`src/rtl/sqrt_mantissa_core.sv`:
```
`default_nettype none
// ============================================================================
// Module   : sqrt_mantissa_core
// Brief    : Iterative modified non-restoring significand square root, one
//            root bit per clock. Optional macro SQRT_EARLY_EXIT_EN ends exact
//            roots as soon as the remainder and unconsumed radicand are zero.
// Revision : 1.0 - initial release
// ============================================================================
module sqrt_mantissa_core #(
    parameter int DOUBLE_ROOT_BITS = 53,
    parameter int SINGLE_ROOT_BITS = 24,
    parameter int BINARY_SIZE      = 2 * DOUBLE_ROOT_BITS,
    parameter int REM_SIZE         = DOUBLE_ROOT_BITS + 2
) (
    input  logic                          clk,
    input  logic                          rstN,
    input  logic                          start,
    input  logic                          isFloat,
    input  logic                          isExponentOdd,
    input  logic [DOUBLE_ROOT_BITS-2:0]   fraction,
    output logic                          busy,
    output logic                          done,
    output logic [DOUBLE_ROOT_BITS-1:0]   root,
    output logic                          isExact
);

    localparam int c_CNT_W = $clog2(DOUBLE_ROOT_BITS + 1);
    localparam int c_PAD_W = BINARY_SIZE - 2 * SINGLE_ROOT_BITS;
    localparam logic [c_CNT_W-1:0] c_N_SINGLE = c_CNT_W'(SINGLE_ROOT_BITS);
    localparam logic [c_CNT_W-1:0] c_N_DOUBLE = c_CNT_W'(DOUBLE_ROOT_BITS);
    localparam logic [c_CNT_W-1:0] c_ONE      = c_CNT_W'(1);

    typedef enum logic [1:0] {
        S_IDLE = 2'd0,
        S_CALC = 2'd1,
        S_DONE = 2'd2
    } state_t;

    state_t                         r_state;
    state_t                         w_state_next;
    logic [BINARY_SIZE-1:0]         r_rad;
    logic [BINARY_SIZE-1:0]         w_rad_init;
    logic [BINARY_SIZE-1:0]         w_rad_next;
    logic signed [REM_SIZE-1:0]     r_rem;
    logic signed [REM_SIZE-1:0]     w_rem4;
    logic signed [REM_SIZE-1:0]     w_rem_next;
    logic signed [REM_SIZE-1:0]     w_rem_corr;
    logic [DOUBLE_ROOT_BITS-1:0]    r_q;
    logic [DOUBLE_ROOT_BITS-1:0]    w_q_next;
    logic [DOUBLE_ROOT_BITS-1:0]    w_root_final;
    logic [DOUBLE_ROOT_BITS-1:0]    r_root;
    logic [c_CNT_W-1:0]             r_cnt;
    logic [c_CNT_W-1:0]             w_steps;
    logic [SINGLE_ROOT_BITS-2:0]    w_sfrac;
    logic                           r_isfloat;
    logic                           r_exact;
    logic                           w_last;
    logic                           w_finish;
    logic                           w_exact;

    // Radicand is left-aligned so both precisions consume bits from the top.
    always_comb begin
        w_sfrac    = fraction[SINGLE_ROOT_BITS-2:0];
        w_rad_init = '0;
        if (isFloat) begin
            if (isExponentOdd)
                w_rad_init = {1'b1, w_sfrac, {SINGLE_ROOT_BITS{1'b0}}, {c_PAD_W{1'b0}}};
            else
                w_rad_init = {2'b01, w_sfrac, {(SINGLE_ROOT_BITS-1){1'b0}}, {c_PAD_W{1'b0}}};
        end else begin
            if (isExponentOdd)
                w_rad_init = {1'b1, fraction, {DOUBLE_ROOT_BITS{1'b0}}};
            else
                w_rad_init = {2'b01, fraction, {(DOUBLE_ROOT_BITS-1){1'b0}}};
        end
    end

    assign w_rem4     = (r_rem <<< 2) + $signed({{(REM_SIZE-2){1'b0}}, r_rad[BINARY_SIZE-1 -: 2]});
    assign w_rem_next = r_rem[REM_SIZE-1] ? (w_rem4 + $signed({r_q, 2'b11}))
                                          : (w_rem4 - $signed({r_q, 2'b01}));
    assign w_q_next   = {r_q[DOUBLE_ROOT_BITS-2:0], ~w_rem_next[REM_SIZE-1]};
    // A negative final remainder is exact when adding back 2q+1 gives zero.
    assign w_rem_corr = w_rem_next + $signed({1'b0, w_q_next, 1'b1});
    assign w_exact    = (w_rem_next == '0) || (w_rem_next[REM_SIZE-1] && (w_rem_corr == '0));
    assign w_rad_next = {r_rad[BINARY_SIZE-3:0], 2'b00};
    assign w_steps    = r_isfloat ? c_N_SINGLE : c_N_DOUBLE;
    assign w_last     = (r_cnt == (w_steps - c_ONE));

`ifdef SQRT_EARLY_EXIT_EN
    logic [c_CNT_W-1:0] w_remaining;
    logic               w_exit;
    assign w_remaining  = w_steps - r_cnt - c_ONE;
    assign w_exit       = (w_rem_next == '0) && (w_rad_next == '0);
    assign w_finish     = w_last || w_exit;
    assign w_root_final = w_q_next << w_remaining;
`else
    assign w_finish     = w_last;
    assign w_root_final = w_q_next;
`endif

    always_ff @(posedge clk or negedge rstN) begin
        if (!rstN)
            r_state <= S_IDLE;
        else
            r_state <= w_state_next;
    end

    always_comb begin
        w_state_next = r_state;
        case (r_state)
            S_IDLE:  if (start) w_state_next = S_CALC;
            S_CALC:  if (w_finish) w_state_next = S_DONE;
            S_DONE:  w_state_next = S_IDLE;
            default: w_state_next = S_IDLE;
        endcase
    end

    always_ff @(posedge clk or negedge rstN) begin
        if (!rstN) begin
            r_rad     <= '0;
            r_rem     <= '0;
            r_q       <= '0;
            r_cnt     <= '0;
            r_isfloat <= 1'b0;
            r_root    <= '0;
            r_exact   <= 1'b0;
        end else begin
            case (r_state)
                S_IDLE: begin
                    if (start) begin
                        r_rad     <= w_rad_init;
                        r_rem     <= '0;
                        r_q       <= '0;
                        r_cnt     <= '0;
                        r_isfloat <= isFloat;
                        r_root    <= '0;
                        r_exact   <= 1'b0;
                    end
                end
                S_CALC: begin
                    r_rad <= w_rad_next;
                    r_rem <= w_rem_next;
                    r_q   <= w_q_next;
                    r_cnt <= r_cnt + c_ONE;
                    if (w_finish) begin
                        r_root  <= w_root_final;
                        r_exact <= w_exact;
                    end
                end
                default: ;
            endcase
        end
    end

    assign busy    = (r_state != S_IDLE);
    assign done    = (r_state == S_DONE);
    assign root    = r_root;
    assign isExact = r_exact;

endmodule
`default_nettype wire

```
`config.mk`:
```
export PLATFORM = sky130hd
export DESIGN_NAME = sqrt_mantissa_core
export DESIGN_NICKNAME = d
export VERILOG_FILES = /design/src/rtl/sqrt_mantissa_core.sv
export SDC_FILE = /design/constraint.sdc
export NUM_CORES = 1
export LEC_CHECK = 0
export CORE_MARGIN = 3
export CORE_UTILIZATION = 30
export DETAILED_ROUTE_END_ITERATION = 8
export GPL_TIMING_DRIVEN = 0
export PLACE_DENSITY_LB_ADDON = 0.25
export SLEW_MARGIN = 10
export SYNTH_ARGS = -nofsm -noshare
export SYNTH_HDL_FRONTEND = slang
export SYNTH_SLANG_ARGS = --single-unit
```
`constraint.sdc`:
```
create_clock -name clk -period 7.97 [get_ports clk]
set_input_delay 1.1955 -clock clk [delete_from_list [all_inputs] [get_ports clk]]
set_output_delay 1.1955 -clock clk [all_outputs]
set_load 0.1 [all_outputs]
```
# Yosys cells after proc, flatten, opt, wreduce, memory -nomap -nowiden
# Cells that the tools add are included.
[totals]
wordCells = 52
regBits = 277
inputBits = 57
[op_classes]
n_bitwise = 1
addsub = 6
muxes = 21
n_eq_ne = 5
reduce_logical = 11
[op_table]
columns = ["op", "n"]
rows = [
  ["2-to-1 mux 106 bit", 4],
  ["one-hot mux 106 bit (2 select lines)", 1],
  ["one-hot mux 53 bit (2 select lines)", 2],
  ["adder 55 bit", 2],
  ["logical NOT 55 bit", 2],
  ["2-to-1 mux 55 bit", 2],
  ["one-hot mux 55 bit (2 select lines)", 1],
  ["2-to-1 mux 53 bit", 2],
  ["adder 55 x 3 -> 55 bit", 1],
  ["subtractor 55 bit", 1],
  ["2-to-1 mux 6 bit", 2],
  ["one-hot mux 6 bit (2 select lines)", 1],
  ["adder 6 x 1 -> 6 bit, second input constant", 1],
  ["equality test 6 bit", 1],
  ["AND reduction 2 bit", 3],
  ["subtractor 6 x 1 -> 6 bit, second input constant", 1],
  ["2-to-1 mux 2 bit", 2],
  ["inequality test 2 bit, second input constant", 2],
  ["one-hot mux 2 bit (2 select lines)", 1],
  ["nonzero test 2 bit", 2],
  ["AND reduction 3 bit", 1],
  ["equality test 2 x 1 -> 1 bit, second input constant", 1],
  ["equality test 2 bit, second input constant", 1],
  ["logical NOT 2 bit", 1],
  ["other kinds (5)", 6],
]

# Depth between registers and ports, before layout
# Gate-level depths: netlist (run 1).
[depth]
depth_word = 10
depth_mapped = 31
ltp_nobuf = 28

# Least setup slack after synthesis (run 1)
# Ideal clock, no wire load.
[synth_path]
path_type = "register to register"
startpoint = "register r_rem[54]"
endpoint = "register r_exact, in the netlist isExact"
stages_incl_launch_ff = 27
synth_period_minus_slack_ns = 6.698
setup_slack_ns = 1.272
arrival_ns = 6.627
path_cell_list = "dfrtp_1 > clkbuf_1 > buf_1 > xnor2_1 > ha_1 > buf_6 > a21o_1 > a21o_1 > or2_4 > o31ai_4 > o211ai_4 > a21o_2 > a211oi_2 > ha_1 > nor2b_1 > o31a_1 > o311ai_2 > a311oi_2 > o31ai_1 > a21oi_1 > nor2_1 > o221ai_1 > or4_4 > a2111oi_4 > nand4_1 > or4_1 > nand3_1"
[synth_between]
elab_chain_len = 8
[synth_rtl]
columns = ["item", "line", "rtl"]
rows = [
  ["from (decl)", "44", "logic signed [REM_SIZE-1:0] r_rem;"],
  ["from (signal assigned)", "142", "r_rem <= w_rem_next;"],
  ["2-to-1 mux 55 bit *", "79", "assign w_rem_next = r_rem[REM_SIZE-1] ? (w_rem4 + $signed({r_q, 2'b11}))"],
  ["inverter 1 bit", "81", "assign w_q_next = {r_q[DOUBLE_ROOT_BITS-2:0], ~w_rem_next[REM_SIZE-1]};"],
  ["adder 55 bit", "83", "assign w_rem_corr = w_rem_next + $signed({1'b0, w_q_next, 1'b1});"],
  ["logical NOT 55 bit", "84", "assign w_exact = (w_rem_next == '0) || (w_rem_next[REM_SIZE-1] && (w_rem_corr == '0));"],
  ["logical AND 1 bit", "84", ""],
  ["logical OR 1 bit *", "84", ""],
  ["2-to-1 mux 1 bit *", "145", "if (w_finish) begin"],
  ["one-hot mux 1 bit (2 select lines) *", "128", "case (r_state)"],
  ["to (signal assigned)", "147", "r_exact <= w_exact;"],
  ["to (decl)", "56", "logic r_exact;"],
]
# Every way passes the cells marked *; elsewhere a longest branch is shown, timed or not. The select of a mux whose other input is x is not followed.
# A chain may end at the register's enable or synchronous reset.

# Final worst setup path (run 1)
# Ends and elaborated chain as after synthesis.

==> results.py, run 1 <==
metrics = {
    "job": {
        "maxCapViolations": 0,
    },
    "layout": {
        "final_cell_mix": "nand2_1, dfrtp_1, a21oi_1",
        "nNetsFinal": 2493,
        "fin_util_pct": 36.2,
        "fill_cells": 6005,
        "mostFrequentLayoutCell": "nand2_1",
        "n_antenna_cell": 0,
        "drive_above_1_share_pct": 5.46,
        "area_growth_pct": 17.7,
    },
    "floorplan": {
        "chipHeight_um": 248,
        "initial_core_util_pct": 30.7,
        "fp-row-count": 87,
        "dieArea_um2": 61300,
        "dieWidth_um": 248,
        "core_area_um2": 57000,
        "boundaryPins": 113,
    },
    "route": {
        "drt-initial-drc-count": 1332,
        "drc": 0,
        "wl_um": 68400,
        "vias": 17400,
        "postRouteAntennaNets": 0,
        "viasPerCell": 5.62,
        "drt_pass1_iterations": 6,
        "routedWlPerCell_um": 22.1,
    },
    "hold_path": {
        "hold_depth": 2,
        "hp-start": "root[48]",
        "min_to": "root[48]",
        "hp-class": "reg -> reg",
    },
    "setup_path": {
        "regToRegEndpoint": "isExact",
        "ff2ff_setup_slack_ps": 310,
        "crit_type": "reg -> reg",
        "start_kind": "register",
        "arrival_ps": 8150,
        "worst-path-max-fanout": 10,
        "timing.rr.start": "r_rem[54]",
        "reg2regPathDepth": 25,
        "end_kind": "register",
        "cp_data_required_time_ps": 8460,
    },
    "timing": {
        "worst_pin_slew_ps": 1050,
        "setup_viol": 0,
        "hold_viol": 0,
        "slew_viol_final": 0,
        "rsz0062_at_grt": "no",
        "setup_tns_ps": 0,
        "fmax_mhz": 131,
        "period_needed_ps": 7660,
        "finalWorstSetupSlack_ps": 311,
        "fin_crit_sh_pct": 96.1,
        "skew_ps": 24.8,
        "timing.slew.headroom_pct": 29.7,
        "fin_hold_ws_ps": 494,
    },
    "power": {
        "power_uw": 2400,
        "peakVddDrop_uv": 128,
        "cellLeakagePower_uw": 0.00880,
        "power_density_nw_per_um2": 117,
    },
    "global_routing": {
        "grt_use_total_pct": 22.0,
        "grt_start_max_net_pins": 78,
        "antenna_found_initial": 0,
        "grt_first_pass_wirelength_um": 104000,
        "overflow": 0,
        "grt_pass1_vias": 17100,
    },
    "clock_network": {
        "clock_latency_ps": 550,
        "cts_root_buf": "clkbuf_16",
        "cts_tree": "yes",
        "cts.clk_slew.worst_paths_ps": 70,
        "cts_inserted_buffers": 25,
        "htreeDepth": 1,
        "cts_sinks": 224,
        "clockBufferDepth": 3,
        "hold_buffers": 0,
    },
    "synthesis": {
        "syn_nets": 2352,
        "synth_area_per_cell_um2": 8.01,
        "synth-edff-count": 0,
        "syn_inst": 2187,
        "async_reset_ff_share_pct": 100,
        "synth_area_um2": 17500,
        "synth-seq-cells": 224,
        "yosys_warnings": 0,
        "seq_area_frac_synth_pct": 32.0,
        "synth_cell_types": 94,
        "yosys_most_used_dff": "dfrtp_1",
    },
    "placement": {
        "dpl_worst_slack_ps": -1510,
        "gp_congestion": 0.951,
        "port-buffer-count": 110,
        "dpl.hpwl_um": 54600,
    },
    "run_status": {
        "status": "completed",
    },
}
-- metrics by stage --
step                cells  cell area (um^2)
global route         3100             20600
detailed placement   3055             19600
floorplan            2187             17500
finish               3100             20600
CTS                  3102             20500
global placement     3053             19600
-- state kept, by name, indices dropped and copies added, names as in the netlist --
signal / flops
r_rad: 54
r_rem: 54
r_q: 53
root: 53
r_cnt: 6
r_state: 2
isExact: 1
r_isfloat: 1
-- how the worst max path moves through the flow --
stage,from,to,slack (ps),cells past startpoint
2_1_floorplan,r_rem[54],isExact,1270,26
3_3_place_gp,rstN,r_rem[6],-4060,1
3_5_place_dp,r_rem[54],isExact,-1510,26
4_1_cts,r_rem[54],isExact,9,29
5_1_grt,r_rem[54],isExact,0.5,28
6_report,r_rem[54],isExact,310,25
-- cell usage after synthesis, types with 5 or more instances --
cell type | count | area (um^2)
o21ai_0 | 170 | 851
nand2b_1 | 10 | 62.6
a31oi_1 | 19 | 119
o31ai_1 | 11 | 82.6
clkbuf_1 | 91 | 342
o22ai_1 | 20 | 125
a21oi_1 | 170 | 851
or3_1 | 12 | 75.1
mux2i_1 | 58 | 581
a221o_1 | 33 | 330
and2_1 | 12 | 75.1
a211oi_1 | 15 | 113
o2111ai_1 | 6 | 52.6
ha_1 | 108 | 1350
buf_1 | 24 | 90.1
buf_2 | 15 | 75.1
and3_1 | 19 | 119
o31a_1 | 5 | 43.8
nand4_1 | 41 | 257
inv_1 | 56 | 210
a21boi_0 | 5 | 37.5
a2111oi_0 | 6 | 52.6
o21a_1 | 18 | 135
nand2_1 | 380 | 1430
o211ai_1 | 17 | 128
mux2_2 | 8 | 90.1
a21o_1 | 51 | 383
nand3_1 | 126 | 631
and4_1 | 6 | 52.6
nor3_1 | 32 | 160
nor4_1 | 14 | 87.6
xor2_1 | 30 | 263
a311oi_1 | 6 | 52.6
xnor2_1 | 91 | 797
or2_2 | 5 | 31.3
dfrtp_1 | 224 | 5610
nor2_1 | 133 | 499
o21bai_1 | 29 | 218
a22o_1 | 13 | 114
nor2b_1 | 9 | 56.3
-- layout make-up --
type / count / area (um^2) / area share (%)
clock buffers: 33 / 696 / 3.37
flip-flops and latches: 224 / 5610 / 27.2
plain buffers: 129 / 532 / 2.58
inverters: 57 / 214 / 1.04
repair buffers: 119 / 1230 / 5.95
multi-input cells: 1772 / 11300 / 54.7
clock inverters: 10 / 115 / 0.558
well taps: 756 / 946 / 4.59
-- critical path, stage by stage, from the launching register on --
cell       delay (ps)
dfrtp_2           550
clkbuf_4          380
xnor2_1           160
ha_1              250
buf_2             180
a21oi_1           280
o211ai_1          190
a41oi_2           360
o22a_1            340
o211ai_4          170
a21o_2            270
a211oi_4          390
ha_1              290
nor2b_1           160
o31a_1            320
o311ai_4          420
a311oi_2          220
o31ai_2           320
a21oi_1           110
nor2_1            290
o221ai_1          160
or4_4             580
a2111oi_4         410
nand4_1           180
or4_1             490
nand3_1           110
-- power breakdown --
part / internal [uW] / total [uW] / switching [uW]
registers: 1140 / 1140 / 0
clock network: 678 / 1170 / 495
logic: 41.4 / 92.9 / 51.5
total: 1860 / 2400 / 546
-- metal layers --
metal / global-route usage, % / part of all wire, % / up-vias
li1: - / - / 8227
met1: 30.4 / 45 / 8516
met2: 36.8 / 47 / 604
met3: 1.84 / 5.5 / 84
met4: 5.97 / 2.8 / 0
met5: 0 / 0 / -
-- logic make-up (layout without fill, tap and decap cells) --
family	Yosys count	after routing	synth area share, %
AOI/OAI and AO/OA	657	657	24.9
and+or+nand+nor	820	820	21.2
muxes	66	66	3.83
DFF	224	224	32.0
adders and majority gates	108	108	7.71
buffers and inverters	191	348	4.29
xor gates and xnor gates	121	121	6.05
-- repair_timing --
action / CTS / global route
setup endpoints to repair: 1 / 1
buffers inserted: 5 / 2
pin swaps: 3 / 0
gates resized for setup: 16 / 19
Power figures use the tool's default switching activity.
==> run 2, diff against run 1 <==
--- a/config.mk
+++ b/config.mk
@@ -6,7 +6,8 @@
 export NUM_CORES = 1
 export LEC_CHECK = 0
 export CORE_MARGIN = 3
-export CORE_UTILIZATION = 30
+export CORE_UTILIZATION = 61
+export CTS_CLUSTER_SIZE = 8
 export DETAILED_ROUTE_END_ITERATION = 8
 export GPL_TIMING_DRIVEN = 0
 export PLACE_DENSITY_LB_ADDON = 0.25
==> constraint.sdc (replaced) <==
create_clock -name clk -period 8.43 [get_ports clk]
set_input_delay 1.2645 -clock clk [delete_from_list [all_inputs] [get_ports clk]]
set_output_delay 1.2645 -clock clk [all_outputs]
set_load 0.1 [all_outputs]
==> results.py, run 2 (synthesized netlist as in run 1, its figures left out) <==
metrics = {
    "power": {
        "power.switching_uw": 523,
        "peakVddDrop_uv": 139,
        "power_density_nw_per_um2": 118,
        "switching_share_pct": 22.0,
        "cellLeakagePower_uw": 0.00880,
        "combPwrFrac_pct": 3.6,
        "p_seq_share_pct": 45.3,
        "pwr-share-clk_pct": 51.1,
        "power.internal_uw": 1850,
    },
    "placement": {
        "dpl.hpwl_um": 47300,
        "port-buffer-count": 110,
        "gp_congestion": 1.05,
        "dpl.cell_count": 2677,
    },
    "route": {
        "drt_pass1_iterations": 6,
        "routedWlPerCell_um": 22.6,
        "wl_um": 61300,
        "viasPerCell": 6.70,
        "drt-initial-drc-count": 2002,
        "drc": 0,
        "postRouteAntennaNets": 0,
        "vias": 18200,
    },
    "timing": {
        "worst_pin_slew_ps": 1000,
        "fin_hold_ws_ps": 489,
        "hold_viol": 0,
        "fmax_mhz": 122,
        "period_needed_ps": 8190,
        "setup_viol": 0,
        "timing.slew.headroom_pct": 32.9,
        "skew_ps": 17.7,
        "fin_crit_sh_pct": 97.1,
        "rsz0062_at_grt": "no",
        "slew_viol_final": 0,
    },
    "layout": {
        "area_growth_pct": 14.9,
        "nNetsFinal": 2500,
        "final_cells": 2718,
        "top_regs": "r_rad: 54 flops, r_rem: 54 flops",
        "drive_above_1_share_pct": 4.74,
        "final_cell_mix": "nand2_1, dfrtp_1, a21oi_1",
        "mostFrequentLayoutCell": "nand2_1",
        "n_antenna_cell": 0,
    },
    "global_routing": {
        "grt_pass1_vias": 17500,
        "overflow": 0,
        "antenna_found_initial": 0,
        "grt_use_total_pct": 38.9,
        "grt_first_pass_wirelength_um": 94800,
        "grt_start_max_net_pins": 81,
    },
    "setup_path": {
        "slowest_delay_ps": 580,
        "crit_type": "reg -> reg",
        "worst_path_most_repeated_cell": "o21ai_0",
        "slowest_stage": "dfrtp_2",
        "crit_family": "compound AO/OA/AOI/OAI gates",
        "arrival_ps": 8630,
        "end_kind": "register",
        "start_kind": "register",
        "critPathBufInv": 3,
        "cp_data_required_time_ps": 8870,
        "ff2ff_setup_slack_ps": 240,
        "worst-path-max-fanout": 10,
    },
    "clock_network": {
        "cts.clk_slew.worst_paths_ps": 50,
        "cts_inserted_buffers": 34,
        "clock_latency_ps": 510,
        "cts_tree": "yes",
        "cts_sinks": 224,
        "htreeDepth": 2,
        "hold_buffers": 0,
        "clockBufferDepth": 3,
        "cts_root_buf": "clkbuf_16",
    },
    "floorplan": {
        "dieWidth_um": 175,
        "boundaryPins": 113,
        "fp-row-count": 61,
        "dieArea_um2": 30800,
        "chipHeight_um": 175,
        "core_area_um2": 28000,
        "initial_core_util_pct": 62.5,
    },
    "run_status": {
        "status": "completed",
    },
    "hold_path": {
        "hp-class": "reg -> reg",
    },
    "job": {
        "maxCapViolations": 0,
    },
}
## run 2: cell count changes in the layout (fill, tap and decap cells not counted), moves of 3 or more
cell / delta
buf_4: -6
clkbuf_1: +3
clkbuf_16: +10
clkbuf_8: -4
clkinv_2: -3
o21ai_0: +5
o21ai_1: -5
## run 2: final timing paths
path                            from         to  cells after the start
max                        r_rem[54]    isExact                     26
min                        r_rem[17]  r_rem[17]                      2
max reg2reg                r_rem[54]    isExact                     26
min reg2reg                r_rem[17]  r_rem[17]                      2
max in group asynchronous       rstN  r_rad[67]                      2
min in group asynchronous       rstN  r_rem[48]                      1
## run 2: power by group through the flow
stage	combinational (uW)	clock, uW	sequential [uW]
after floorplan	25.7	0	1100
after global placement	80.7	0	1100
after detailed placement	86.2	0	1090
after CTS	86.4	1220	1080
after global routing	93.8	1260	1080
final	86.1	1210	1080
## run 2: stage by stage
stage | setup slack (ps) | instance area [um^2] | utilization, % | TNS, ps | power, uW
detailed placement | -1020 | 19200 | 68.4 | -1020 | 1180
global placement | -3200 | 19100 | 68.2 | -710790 | 1180
global route | 26.9 | 20100 | 71.8 | 0 | 2430
finish | 244 | 20100 | 71.8 | 0 | 2380
CTS | 15.3 | 20100 | 71.8 | 0 | 2380
floorplan | 1730 | 17500 | - | 0 | 1120
## run 2: layer usage
metal / part of all wire, % / wire length [um] / vias to the layer above / global-route usage (%)
met5: 0 / 0 / - / 0
met4: 4.8 / 2940 / 0 / 17.0
met3: 11 / 6740 / 190 / 6.87
met2: 43 / 26600 / 1076 / 59.9
met1: 41 / 25000 / 8707 / 54.3
li1: - / - / 8232 / -
## run 2: worst reg2reg max path, delay by kind of cell (launching register included)
kind	cells	cell delay [ps]
AOI/OAI and AO/OA	12	3760
xor gates and xnor gates	2	410
adders and majority gates	2	700
buffers and inverters	3	730
DFF	1	580
and+or+nand+nor	7	1960
## run 2: repair_timing
item | CTS | global route
endpoints found under the hold margin | 0 | 0
resized for setup | 6 | 9
setup endpoints to repair | 1 | 1
pin swaps | 1 | 0
buffers inserted | 1 | 0
## run 2: area by class of cell
cell class	instances	area, um^2
multi-input cells	1772	11200
flip-flops and latches	224	5610
inverters	57	214
clock buffers	38	887
well taps	378	473
plain buffers	133	542
repair buffers	113	1170
clock inverters	3	40.0
fillers	2174	7890
==> run 3, diff against run 2 <==
--- a/config.mk
+++ b/config.mk
@@ -5,7 +5,7 @@
 export SDC_FILE = /design/constraint.sdc
 export NUM_CORES = 1
 export LEC_CHECK = 0
-export CORE_MARGIN = 3
+export CORE_MARGIN = 2
 export CORE_UTILIZATION = 61
 export CTS_CLUSTER_SIZE = 8
 export DETAILED_ROUTE_END_ITERATION = 8
==> results.py, run 3 (synthesized netlist as in run 1, its figures left out) <==
metrics = {
    "global_routing": {
        "grt_pass1_vias": 18000,
        "antenna_found_initial": 0,
        "grt_start_max_net_pins": 104,
        "overflow": 0,
        "grt_first_pass_wirelength_um": 101000,
        "grt_use_total_pct": 42.9,
    },
    "layout": {
        "mostFrequentLayoutCell": "nand2_1",
        "n_antenna_cell": 0,
        "nNetsFinal": 2502,
        "drive_above_1_share_pct": 5.04,
        "fill_cells": 2188,
        "final_cells": 2726,
        "area_growth_pct": 15.3,
        "fin_area_um2": 20200,
        "final_cell_mix": "nand2_1, dfrtp_1, a21oi_1",
        "top_regs": "r_rad: 54 flops, r_rem: 54 flops",
    },
    "route": {
        "postRouteAntennaNets": 0,
        "drt_pass1_iterations": 7,
        "wl_um": 65400,
        "drt-initial-drc-count": 2332,
        "viasPerCell": 6.85,
        "routedWlPerCell_um": 24.0,
        "drc": 0,
        "vias": 18700,
    },
    "timing": {
        "slew_viol_final": 0,
        "timing.slew.headroom_pct": 26.4,
        "fmax_mhz": 120,
        "setup_viol": 0,
        "rsz0062_at_grt": "no",
        "fin_crit_sh_pct": 99.1,
        "worst_pin_slew_ps": 1100,
        "finalWorstSetupSlack_ps": 74.0,
        "skew_ps": 31.2,
        "hold_viol": 0,
        "period_needed_ps": 8360,
    },
    "setup_path": {
        "worst-path-max-fanout": 10,
        "start_kind": "register",
        "crit_type": "reg -> reg",
        "arrival_ps": 8810,
        "cp_data_required_time_ps": 8880,
        "end_kind": "register",
    },
    "clock_network": {
        "htreeDepth": 2,
        "cts.clk_slew.worst_paths_ps": 60,
        "clock_latency_ps": 540,
        "clockBufferDepth": 3,
        "cts_root_buf": "clkbuf_16",
        "cts_sinks": 224,
        "cts_tree": "yes",
        "hold_buffers": 0,
        "cts_inserted_buffers": 34,
    },
    "placement": {
        "dpl.hpwl_um": 48900,
        "port-buffer-count": 110,
        "dpl.cell_count": 2683,
        "gp_congestion": 1.05,
        "place_area_um2": 19200,
        "dpl_worst_slack_ps": -900,
    },
    "power": {
        "power_density_nw_per_um2": 120,
        "cellLeakagePower_uw": 0.00884,
        "peakVddDrop_uv": 155,
    },
    "floorplan": {
        "initial_core_util_pct": 61.5,
        "fp-row-count": 62,
        "core_area_um2": 28500,
        "dieArea_um2": 30100,
        "dieWidth_um": 173,
        "boundaryPins": 113,
        "chipHeight_um": 173,
    },
    "hold_path": {
        "hp-class": "reg -> reg",
    },
    "job": {
        "maxCapViolations": 0,
    },
    "run_status": {
        "status": "completed",
    },
}
run 3: worst paths after layout:
path,start,to,slack [ps],cells past startpoint
setup / recovery,r_rem[54],isExact,70,26
hold / removal,root[50],root[50],500,2
setup reg to reg,r_rem[54],isExact,70,26
hold reg to reg,root[50],root[50],500,2
max in group asynchronous,rstN,r_rad[95],6980,2
min in group asynchronous,rstN,r_rem[50],610,1
run 3: metrics by stage:
step                util [%]  hold WS [ps]  total power (uW)  TNS, ps
detailed placement      67.3           486              1180     -900
global placement        67.1           472              1180  -707750
floorplan                  -           456              1120        0
global route            70.9           521              2470        0
finish                  70.9           496              2430        0
CTS                     70.9           498              2410        0
run 3: area by class of cell:
class                   instances  area, um^2  area share, %
multi-input cells            1772       11200           55.5
plain buffers                 132         541           2.68
inverters                      57         214           1.06
well taps                     384         480           2.38
clock buffers                  37         882           4.37
repair buffers                116        1200           5.96
clock inverters                 4        63.8          0.316
flip-flops and latches        224        5610           27.8
run 3: power by group:
group / switching (uW) / internal, uW / total, uW
registers: 0 / 1080 / 1080
logic: 49.3 / 39.2 / 88.5
clock network: 519 / 743 / 1260
total: 568 / 1860 / 2430
run 3: worst max-delay path, cell delays in order (launching register included):
cell       delay (ps)
dfrtp_2           510
clkbuf_4          320
xnor2_1           100
ha_1              280
clkbuf_1          250
and3_1            260
nand3_1           100
a211oi_1          270
nor3_1            200
o41ai_2           790
a21oi_1           170
xnor2_1           490
ha_1              340
clkbuf_1          220
a21oi_1           360
o21ai_0           320
a22oi_1           300
a21oi_1           110
o31ai_1           540
a21oi_1           160
nor2_1            190
o221ai_1          180
or4_4             590
a2111oi_4         380
nand4_1           190
or4_1             520
nand3_1           120
run 3: layer usage:
| layer | track usage (%) | share of wire [%] | up-vias |
|---|---|---|---|
| li1 | - | - | 8238 |
| met1 | 57.0 | 39 | 8871 |
| met2 | 66.3 | 44 | 1275 |
| met3 | 8.22 | 11 | 302 |
| met4 | 23.9 | 6.2 | 0 |
| met5 | 0 | 0 | - |
run 3: what timing repair did:
action                     CTS  global route
pin swaps                    2             0
setup endpoints to repair    1             1
setup buffers                4             0
gates resized for setup      9             8
